**config.mk**
```make
export PLATFORM = sky130hd
export DESIGN_NAME = ct_loader
export DESIGN_NICKNAME = d
export VERILOG_FILES = /design/src/rtl/ct_loader_pkg.sv /design/src/rtl/ct_loader.sv
export SDC_FILE = /design/constraint.sdc
export NUM_CORES = 1
export LEC_CHECK = 0
export CAP_MARGIN = 10
export CORE_AREA = 4 4 70 72
export DETAILED_ROUTE_END_ITERATION = 7
export DIE_AREA = 0 0 74 76
export GPL_ROUTABILITY_DRIVEN = 0
export HOLD_SLACK_MARGIN = 0.08
export PLACE_DENSITY = 0.69
export SLEW_MARGIN = 20
export SYNTH_ARGS = -nofsm -noshare
export SYNTH_HDL_FRONTEND = slang
export SYNTH_SLANG_ARGS = --single-unit
```
**constraint.sdc**
```tcl
create_clock -name clk -period 4.06 [get_ports clk]
set_input_delay 0.812 -clock clk [delete_from_list [all_inputs] [get_ports clk]]
set_output_delay 0.812 -clock clk [all_outputs]
set_load 0.03 [all_outputs]
```
**src/rtl/ct_loader_pkg.sv**
```systemverilog
// rtl/ct_loader_pkg.sv - shared types and address constants for the ciphertext loader
package ct_loader_pkg;

    typedef enum logic [2:0] {
        IDLE,
        LEN,
        DATA,
        FLUSH,
        DONE,
        ERR
    } state_t;

    localparam int LEN_ADDR     = 0;
    localparam int PAYLOAD_BASE = 1;

endpackage

```
**src/rtl/ct_loader.sv**
```systemverilog
// rtl/ct_loader.sv - length-prefixed byte stream loader into ct_mem with XOR checksum
module ct_loader
    import ct_loader_pkg::*;
#(
    parameter int ADDR_W  = 8,
    parameter int MAX_LEN = 255
) (
    input  logic              clk,
    input  logic              rst,
    input  logic              start,
    input  logic              in_valid,
    input  logic [7:0]        in_data,
    output logic              in_ready,
    output logic [ADDR_W-1:0] ct_addr,
    output logic [7:0]        ct_wrdata,
    output logic              ct_wren,
    output logic              busy,
    output logic              done,
    output logic              err,
    output logic [7:0]        checksum
);

    // Counter/length width covers both the 8-bit length byte and the address range.
    localparam int CW = (ADDR_W > 8) ? ADDR_W : 8;

    state_t            state_q, state_d;
    logic [CW-1:0]     cnt_q, cnt_d;
    logic [CW-1:0]     len_q, len_d;
    logic [ADDR_W-1:0] addr_q, addr_d;
    logic [7:0]        wrdata_q, wrdata_d;
    logic              wren_q, wren_d;
    logic [7:0]        csum_q, csum_d;

    logic              accept;
    logic [CW-1:0]     byte_ext;
    logic [CW-1:0]     cnt_inc;

    assign in_ready = (state_q == LEN) || (state_q == DATA);
    assign busy     = (state_q == LEN) || (state_q == DATA) || (state_q == FLUSH);
    assign done     = (state_q == DONE);
    assign err      = (state_q == ERR);

    assign ct_addr   = addr_q;
    assign ct_wrdata = wrdata_q;
    assign ct_wren   = wren_q;
    assign checksum  = csum_q;

    assign accept   = in_valid && in_ready;
    assign byte_ext = CW'(in_data);
    assign cnt_inc  = cnt_q + CW'(1);

    always_comb begin
        state_d  = state_q;
        cnt_d    = cnt_q;
        len_d    = len_q;
        addr_d   = addr_q;
        wrdata_d = wrdata_q;
        wren_d   = 1'b0;
        csum_d   = csum_q;

        case (state_q)
            IDLE: begin
                if (start) state_d = LEN;
            end
            LEN: begin
                if (accept) begin
                    if (byte_ext > CW'(MAX_LEN)) begin
                        state_d = ERR;
                    end else begin
                        wren_d   = 1'b1;
                        addr_d   = ADDR_W'(LEN_ADDR);
                        wrdata_d = in_data;
                        len_d    = byte_ext;
                        cnt_d    = '0;
                        csum_d   = 8'h00;
                        state_d  = (in_data == 8'h00) ? FLUSH : DATA;
                    end
                end
            end
            DATA: begin
                if (accept) begin
                    wren_d   = 1'b1;
                    addr_d   = ADDR_W'(cnt_q + CW'(PAYLOAD_BASE));
                    wrdata_d = in_data;
                    csum_d   = csum_q ^ in_data;
                    cnt_d    = cnt_inc;
                    if (cnt_inc == len_q) state_d = FLUSH;
                end
            end
            FLUSH: begin
                state_d = DONE;
            end
            DONE, ERR: begin
                // Restart clears the previous result before the new length arrives.
                if (start) begin
                    state_d = LEN;
                    csum_d  = 8'h00;
                end
            end
            default: state_d = IDLE;
        endcase
    end

    always_ff @(posedge clk) begin
        if (rst) begin
            state_q  <= IDLE;
            cnt_q    <= '0;
            len_q    <= '0;
            addr_q   <= '0;
            wrdata_q <= 8'h00;
            wren_q   <= 1'b0;
            csum_q   <= 8'h00;
        end else begin
            state_q  <= state_d;
            cnt_q    <= cnt_d;
            len_q    <= len_d;
            addr_q   <= addr_d;
            wrdata_q <= wrdata_d;
            wren_q   <= wren_d;
            csum_q   <= csum_d;
        end
    end

endmodule

```
== Word level (Yosys, flattened, before mapping) ==
Index checks and enable logic that the tools add are counted.
Cells by class
  $add $sub $neg: 1
  order comparisons: 1
  eq/ne operators: 12
  mux-type cells: 22
  bitwise logic cells: 2
  reduce and logical (&&, ||, !) cells: 13
Operators by type and width (count)
  $mux 8: 8
  $pmux 8 s2: 2
  $pmux 8 s3: 1
  $mux 3: 5
  $pmux 3 s4: 1
  $add 8x1->8 const B: 1
  $eq 8x8->1: 1
  $gt 8x8->1 const B: 1
  $logic_not 8->1: 1
  $ne 2x2->1 const B: 4
  $reduce_and 4->1: 2
  $xor 8x8->8: 1
  $eq 3x2->1 const B: 2
  $eq 3x3->1 const B: 2
  $reduce_and 5->1: 1
  $mux 1: 4
  $ne 2x1->1 const B: 2
  $eq 3x1->1 const B: 1
  $logic_not 3->1: 1
  $reduce_and 3->1: 1
  $reduce_bool 3->1: 1
  $reduce_or 3->1: 1
  $logic_or 1x1->1: 2
  $pmux 1 s2: 1
  other kinds (4): 4
Word-level totals
  register bits after elaboration: 36
  input bits: 12
  output and inout port bits: 29
  logic and storage cells: 57

== Logic depth before layout (Yosys ltp) ==
Gate-level depths: netlist of run 1.
  word-level depth: 5
  depth in mapped cells: 7
  gate-level depth less buffers: 6

== Least setup slack after synthesis of run 1 ==
Ideal clock, no wire load.
  path kind: register to register
  from: reg ct_addr[0] (netlist name)
  to: reg state_q[0]
  setup time: 0.079 ns
  arrival time: 1.897 ns
  required time: 3.981 ns
  setup slack: 2.084 ns
  stages on the path, launching flop included: 7
  path buffers: 0
  clock period less this slack: 1.976 ns
  cell sequence: dfxtp_1 > ha_1 > and3_2 > mux2_2 > a211oi_1 > a31oi_1 > a211oi_2
RTL lines
  end signal: assignment: RTL line ct_loader.sv:114  | state_q <= state_d;
  end: declaration: RTL line ct_loader.sv:26  | state_t state_q, state_d;

== Worst setup path in the final report of run 1 ==
  from: reg state_q[0]
  to: out err
Between the ends
  cells in the longest elaborated chain, start to end: 1
Ends and longest elaborated chain
  $eq 3x3->1: RTL line ct_loader.sv:41  | assign err = (state_q == ERR);
  end: declaration: RTL line ct_loader.sv:19  | output logic err,
Every way passes these cells.

==> results of run 1 <==
==> layer usage <==
metal	vias up	global-route usage, %	wire length, um	part of all wire [%]
met5	-	0	0	0
li1	776	-	-	-
met2	28	23.8	2040	49
met1	711	20.9	1930	46
met4	0	4.89	0	0
met3	0	4.75	190	4.6
==> registers in the layout, summed over array words and instances (netlist names) <==
register,count
len_q,8
ct_addr,8
state_q,3
ct_wren,1
checksum,8
ct_wrdata,8
==> Yosys cell counts (2+ instances only) <==
| master | count | area (um2) |
|---|---|---|
| nor2_1 | 35 | 131 |
| nor2b_1 | 3 | 18.8 |
| nand3_1 | 2 | 10.0 |
| a22oi_1 | 2 | 15.0 |
| xnor2_1 | 9 | 78.8 |
| clkbuf_1 | 5 | 18.8 |
| o21ai_0 | 6 | 30.0 |
| and2_1 | 3 | 18.8 |
| nor3b_1 | 2 | 15.0 |
| a31oi_1 | 3 | 18.8 |
| a21oi_1 | 16 | 80.1 |
| dfxtp_1 | 36 | 721 |
| nand2_1 | 29 | 109 |
| xor2_1 | 11 | 96.3 |
| mux2i_1 | 9 | 90.1 |
| nor3_1 | 5 | 25.0 |
| buf_2 | 6 | 30.0 |
| nand2b_1 | 3 | 18.8 |
==> through the flow <==
stage	instances	hold slack (ns)	cell area [um2]
2_1_floorplan	208	0.480	1740
3_3_place_gp	291	0.447	2170
3_5_place_dp	291	0.451	2170
4_1_cts	299	0.464	2250
5_1_grt	299	0.499	2250
6_report	299	0.459	2250
==> power by group <==
group | leakage [nW] | switching (mW) | internal, mW
logic | 0.470 | 0.282 | 0.209
registers | 0.292 | 0.0546 | 0.408
clock network | 0.0479 | 0.131 | 0.119
==> cell type report <==
| type | instances | area, um2 |
|---|---|---|
| fill | 438 | 2040 |
| multi-input combinational | 159 | 953 |
| sequential | 36 | 721 |
| timing repair buffer | 43 | 423 |
| clock buffer | 5 | 68.8 |
| tap | 52 | 65.1 |
| clock inverter | 3 | 18.8 |
| inverter | 1 | 3.75 |
==> logic make-up (layout without fill, tap and decap cells) <==
logic type	Yosys count	in the layout
buffers and inverters	13	52
and+or+nand+nor	92	92
AOI/OAI and AO/OA	35	35
DFF	36	36
muxes	10	10
xor gates and xnor gates	21	21
adders and majority gates	1	1
==> final timing paths <==
kind / end / startpoint / slack (ns)
max: err / state_q[0]$_SDFFE_PP0P_ / 1.34
min: ct_wrdata[2]$_SDFFE_PP0P_ / ct_wrdata[2]$_SDFFE_PP0P_ / 0.46
max reg2reg: ct_addr[5]$_SDFFE_PP0P_ / state_q[1]$_SDFFE_PP0P_ / 1.99
min reg2reg: ct_wrdata[2]$_SDFFE_PP0P_ / ct_wrdata[2]$_SDFFE_PP0P_ / 0.46
==> worst max-delay path, stage by stage, from the launching register on <==
cell,delay [ns]
dfxtp_1,0.50
nor2b_1,0.29
and2_1,0.16
clkdlybuf4s50_1,0.66
==> results.json, run 1 <==
{
  "tns_ns": 0,
  "cts_max_level": 2,
  "syn_avg_cell_area_um2": 8.36,
  "endpoint_kind": "output port",
  "wirelength_um": 4160,
  "final_cell_mix": "clkdlybuf4s50_1 (40), dfxtp_1 (36), nor2_1 (35), nand2_1 (29), a21oi_1 (16)",
  "skew_ns": 0.00586,
  "outcome": "completed",
  "synth-async-reset-ratio_pct": 0,
  "dpl.hpwl_um": 3030,
  "max_slew_margin_pct": 43.0,
  "fin_crit_sh_pct": 66.9,
  "dieArea_mm2": 0.00562,
  "core_area_mm2": 0.00429,
  "cts_buffers": 5,
  "setup_ws_ns": 1.34,
  "clkTransAtPathRegs_ns": 0.07,
  "critPathKind": "register to output port",
  "drt_first_pass_iters": 4,
  "grt_pass1_wl_um": 6950,
  "clock-root-buffer": "clkbuf_8",
  "drtIter0Drc": 48,
  "synth-simple-area-share_pct": 24.6,
  "synth-edff-count": 0,
  "slew_violations": 0,
  "maxCapViolCount": 0,
  "clk_latency_ns": 0.29,
  "groute.usage.overall_pct": 15.6,
  "worst-slew-pin-transition_ns": 0.852,
  "portBuffers": 40,
  "crit_fanout": 8,
  "rsz0062_at_grt": "false",
  "ctsHoldBuffers": 0,
  "antenna_found_initial": 0,
  "max-vdd-ir-drop_mv": 0.204,
  "timing.fmax_mhz": 368,
  "synth_nets": 221,
  "cp.arrival_ns": 1.91,
  "drive_above_1_share_pct": 8.50,
  "area_delta_synth_final_pct": 29.7,
  "first_global_vias": 1463,
  "cts_setup_buffers": 0,
  "synth_seq_cells": 36,
  "synthAdderAreaFrac_pct": 0.720,
  "cts-resized-gates": 0,
  "fin_total_pwr_mw": 1.20,
  "synth_top_family_by_area": "simple AND/OR/NAND/NOR gates",
  "grt_overflow": 0,
  "final_common_cell": "clkdlybuf4s50_1",
  "setup_viol": 0,
  "ios": 41,
  "synth_compound_area_share_pct": 12.7,
  "die_h_um": 76,
  "p_per_area_mw_per_mm2": 534,
  "cts.sinks": 36,
  "hold_viol": 0,
  "final_antenna_net_count": 0,
  "fin_crit_ns": 2.72,
  "start_util_pct": 40.5,
  "pre_cts_ws_ns": 1.29,
  "muxShareOfSynthArea_pct": 5.83,
  "routed-via-count": 1515,
  "row_count": 24,
  "synth-seq-area-share_pct": 41.5,
  "yosysWarnings": 0,
  "cp.required_ns": 3.25,
  "die_w_um": 74,
  "leakagePower_nw": 0.810,
  "vias_per_cell": 5.07,
  "whs_path_depth": 2,
  "synth_cells": 208,
  "post-route-util_pct": 52.5,
  "hp-class": "register to register",
  "critPathLaunchType": "register",
  "grt_max_degree": 21,
  "tritoncts": "yes",
  "yosys_most_used_dff": "dfxtp_1",
  "post-route-drc-count": 0,
  "wl_per_cell_um": 13.9,
  "reg2reg_depth": 5,
  "yosys.area_share.xor_xnor_pct": 11.0,
  "diodes": 0,
  "synthesis.area_mm2": 0.00174,
  "cts.path.max_buffers": 2,
  "fin_nets": 259,
  "synth_cell_types": 41
}
Note: power is estimated with default switching activity, not from simulation.
==> inputs of run 2 (changes only) <==
==> constraint.sdc (replaced) <==
create_clock -name clk -period 2.6 [get_ports clk]
set_input_delay 0.52 -clock clk [delete_from_list [all_inputs] [get_ports clk]]
set_output_delay 0.52 -clock clk [all_outputs]
set_load 0.03 [all_outputs]
==> results.json, run 2 (synthesis results as in run 1) <==
{
  "critPathKind": "register to output port",
  "p_switching_mw": 0.733,
  "fin_area_mm2": 0.00230,
  "tritoncts": "yes",
  "routed-via-count": 1550,
  "grt_max_degree": 18,
  "ios": 41,
  "cts_max_level": 2,
  "path_cells": "nor2b_1, and2_1, clkdlybuf4s50_1",
  "whs_ns": 0.461,
  "crit_family": "buffers and inverters",
  "fillers": 426,
  "drive_above_1_share_pct": 9.60,
  "drtIter0Drc": 94,
  "setup_ws_ns": 0.148,
  "row_count": 24,
  "groute.usage.overall_pct": 15.7,
  "dieArea_mm2": 0.00562,
  "start_util_pct": 40.5,
  "portBuffers": 40,
  "final_antenna_net_count": 0,
  "clock-root-buffer": "clkbuf_8",
  "dpl.hpwl_um": 3070,
  "p_seq_share_pct": 36.2,
  "wirelength_um": 4300,
  "timing.critical_path.buf_inv": 1,
  "clock_power_share_pct": 24.4,
  "p_sw_share_pct": 36.8,
  "crit_fanout": 8,
  "critPathLaunchType": "register",
  "final_common_cell": "clkdlybuf4s50_1",
  "cpMaxStageDelayCell": "clkdlybuf4s50_1",
  "slew_violations": 0,
  "endpoint_kind": "output port",
  "die_w_um": 74,
  "leakagePower_nw": 0.831,
  "slowest_delay_ns": 0.66,
  "tns_ns": 0,
  "cts-resized-gates": 0,
  "fin_crit_sh_pct": 94.3,
  "clk_latency_ns": 0.28,
  "rsz0062_at_grt": "false",
  "final_cell_mix": "clkdlybuf4s50_1 (40), dfxtp_1 (36), nor2_1 (35), nand2_1 (29), a21oi_1 (16)",
  "cts_setup_buffers": 0,
  "diodes": 0,
  "die_h_um": 76,
  "cp.arrival_ns": 1.93,
  "vias_per_cell": 5.13,
  "skew_ns": 0.00404,
  "pwr-share-comb_pct": 39.4,
  "first_global_vias": 1440,
  "timing.fmax_mhz": 408,
  "maxCapViolCount": 0,
  "drt_first_pass_iters": 5,
  "cts.sinks": 36,
  "hold_viol": 0,
  "p_int_mw": 1.26,
  "dpl_cell_area_mm2": 0.00219,
  "pre_cts_ws_ns": 0.306,
  "fin_crit_ns": 2.45,
  "cts.path.max_buffers": 2,
  "core_area_mm2": 0.00429,
  "wl_per_cell_um": 14.3,
  "worst-slew-pin-transition_ns": 0.834,
  "cts_buffers": 5,
  "antenna_found_initial": 0,
  "area_delta_synth_final_pct": 32.3,
  "max-vdd-ir-drop_mv": 0.429,
  "outcome": "completed",
  "ctsHoldBuffers": 0,
  "grt_overflow": 0,
  "fin_nets": 262,
  "post-route-drc-count": 0,
  "p_per_area_mw_per_mm2": 866,
  "setup_viol": 0,
  "clkTransAtPathRegs_ns": 0.07,
  "cp.required_ns": 2.08,
  "max_slew_margin_pct": 43.8,
  "grt_pass1_wl_um": 6980,
  "hp-class": "register to register"
}
==> run 2: cell count changes in the layout (fill, tap and decap cells not counted), sizes merged <==
cell / delta
clkinv: -2
buf: +3
bufinv: +1
clkinvlp: +1
==> run 2: tightest hold or removal path: cells and delay by family, from the launching register on <==
kind	cells	cell delay, ns
compound gates	1	0.05
flops	1	0.31
simple gates	1	0.05
==> run 2: metrics by stage <==
step	utilization (%)	instances	power (mW)
after floorplan	-	208	1.25
after global placement	51.0	294	1.51
after detailed placement	51.0	294	1.52
after CTS	53.6	302	2.01
after global routing	53.6	302	2.11
final	53.6	302	1.99
==> run 2: final timing paths <==
path / from / to / slack [ns] / cells after the start
worst max-delay path: state_q[0]$_SDFFE_PP0P_ / err / 0.15 / 3
worst min-delay path: ct_wrdata[5]$_SDFFE_PP0P_ / ct_wrdata[5]$_SDFFE_PP0P_ / 0.46 / 2
worst min register to register: ct_wrdata[5]$_SDFFE_PP0P_ / ct_wrdata[5]$_SDFFE_PP0P_ / 0.46 / 2
worst max register to register: state_q[1]$_SDFFE_PP0P_ / ct_wrdata[1]$_SDFFE_PP0P_ / 0.56 / 5
==> run 2: power by group through the flow <==
stage          clock network, mW  registers (mW)  logic [mW]
4_1_cts                    0.494           0.722       0.791
3_3_place_gp                   0           0.733       0.777
6_report                   0.485           0.722       0.785
3_5_place_dp                   0           0.733       0.785
2_1_floorplan                  0           0.804       0.449
5_1_grt                    0.527           0.734       0.852
==> run 2: area by class of cell <==
cell class / instances / area, um2 / share of cell area [%]
clock buffers: 5 / 68.8 / 2.99
multi-input cells: 159 / 953 / 41.5
inverters: 1 / 3.75 / 0.163
well taps: 52 / 65.1 / 2.83
repair buffers: 46 / 445 / 19.4
flip-flops and latches: 36 / 721 / 31.3
clock inverters: 3 / 42.5 / 1.85
==> run 2: per-layer routing <==
metal	up-vias	track usage [%]	part of all wire, %
li1	779	-	-
met1	724	21.0	45
met2	43	24.3	47
met3	4	4.49	6.7
met4	0	4.89	1.2
met5	-	0	0
==> RTL change, RTL diff (config.mk and constraints of run 1) <==
Reset style: asynchronous (`rst`), changed in one clocked block.
--- a/src/rtl/ct_loader.sv
+++ b/src/rtl/ct_loader.sv
@@ -103,3 +103,3 @@
 
-    always_ff @(posedge clk) begin
+    always_ff @(posedge clk or posedge rst) begin
         if (rst) begin
Function: differs if rst is asserted again (counterexample within 4 cycles, from zero or initial values and one cycle with rst high); with rst held inactive, the same outputs for 10 cycles.
==> RTL change against run 1 <==
Count of clock-buffer cells in the layout up 1; hold slack better by 0.033 ns; area after synthesis up 8.1%; total power up 36%; design area up 5.7%; cell count down 5.0%; sequential cell count unchanged; sequential share of layout area up 5.9 points; non-clock buffer count unchanged; core utilization up 3.0 points; setup slack better by 0.056 ns; synthesized cell count down 8.7%; highest routed layer is now met4; routed wire length up 0.53%; critical endpoint is now in_ready; register-to-register slack better by 0.16 ns.
==> RTL change: results (changes against run 1) <==
Outcome - finished clean (unchanged)
Nets - 245 (was 259)
Reg-to-reg startpoint - state_q[2] (was state_q[1])
P_leak - 0.977 nW (was 0.810 nW)
Avg WL per Cell - 14.7 um (was 13.9 um)
Largest net degree at the start of global routing - 28 (was 21)
Via density - 5.38 (was 5.07)
Most common library cells after synthesis - dfrtp_1, o21ai_0, nand2_1 (was dfxtp_1, nor2_1, nand2_1)
Met2 usage - 24.4% (was 23.8%)
Max_slew headroom - 35.5% (was 43.0%)
Vias in the first global route - 1530 (was 1463)
Met3 usage - 4.22% (was 4.75%)
Worst R2R Path Depth - 6 (was 5)
M1 GR Usage - 22.1% (was 20.9%)
Multiplexer share of the synthesized area - 8.99% (was 5.83%)
Synth cell types - 43 (was 41)
Detail Placement HPWL - 2980 um (was 3030 um)
Gr usage total - 16.0% (was 15.6%)
Post-Syn Area per Cell - 9.88 um2 (was 8.36 um2)
Synth area leaders - dfrtp_1, mux2_2, o21ai_0 (was dfxtp_1, nor2_1, nand2_1)
Hold Path Cell Cnt - 1 (was 2)
Xor and xnor area share after synthesis - 3.73% (was 11.0%)
First-pass GRT wire length - 7150 um (was 6950 um)
Critical Path End - in_ready (was err)
Area share of fa/ha/maj cells after synthesis - 0.666% (was 0.720%)
DRT iter0 DRCs - 80 (was 48)
Worst Path Arrival - 1.85 ns (was 1.91 ns)
Compound-Gate Fraction of Synth Area - 18.1% (was 12.7%)
Seq/Total Area, Yosys - 48.0% (was 41.5%)
Critical Path Fanout Max - 7 (was 8)
## RTL change: power breakdown
part	total, mW	internal, mW	switching, mW
logic	0.802	0.360	0.442
clock network	0.239	0.117	0.123
registers	0.595	0.483	0.112
total	1.64	0.959	0.677
## RTL change: worst min path at each step
stage                           start     endpoint  slack, ns
after floorplan              len_q[1]     len_q[1]       0.50
after global placement    checksum[3]  checksum[3]       0.46
after detailed placement  checksum[3]  checksum[3]       0.47
after CTS                 checksum[3]  checksum[3]       0.49
after global routing      checksum[4]  checksum[4]       0.51
final                     checksum[3]  checksum[3]       0.49
## RTL change: metrics by stage
stage	setup WS [ns]	instance area (um2)	hold WS (ns)
2_1_floorplan	2.17	1880	0.501
3_3_place_gp	1.49	2300	0.457
3_5_place_dp	1.44	2300	0.471
4_1_cts	1.38	2380	0.487
5_1_grt	1.33	2380	0.509
6_report	1.40	2380	0.491
## RTL change: logic make-up (layout without fill, tap and decap cells)
kind of cell	Yosys count	after routing
AND/OR/NAND/NOR	61	61
AO/OA/AOI/OAI	55	55
flip-flops	36	36
multiplexers	15	15
buffers and inverters	14	56
XOR/XNOR	8	8
adder cells (fa/ha/maj)	1	1
## RTL change: layout make-up
class	count	area share [%]
multi-input cells	140	37.5
flip-flops and latches	36	37.8
clock inverters	1	0.210
well taps	52	2.73
repair buffers	43	17.8
inverters	6	0.946
clock buffers	6	3.05
## RTL change: layer usage
| layer | part of all wire [%] | vias to the layer above |
|---|---|---|
| li1 | - | 753 |
| met1 | 48 | 728 |
| met2 | 45 | 42 |
| met3 | 5.4 | 5 |
| met4 | 1.1 | 0 |
| met5 | 0 | - |
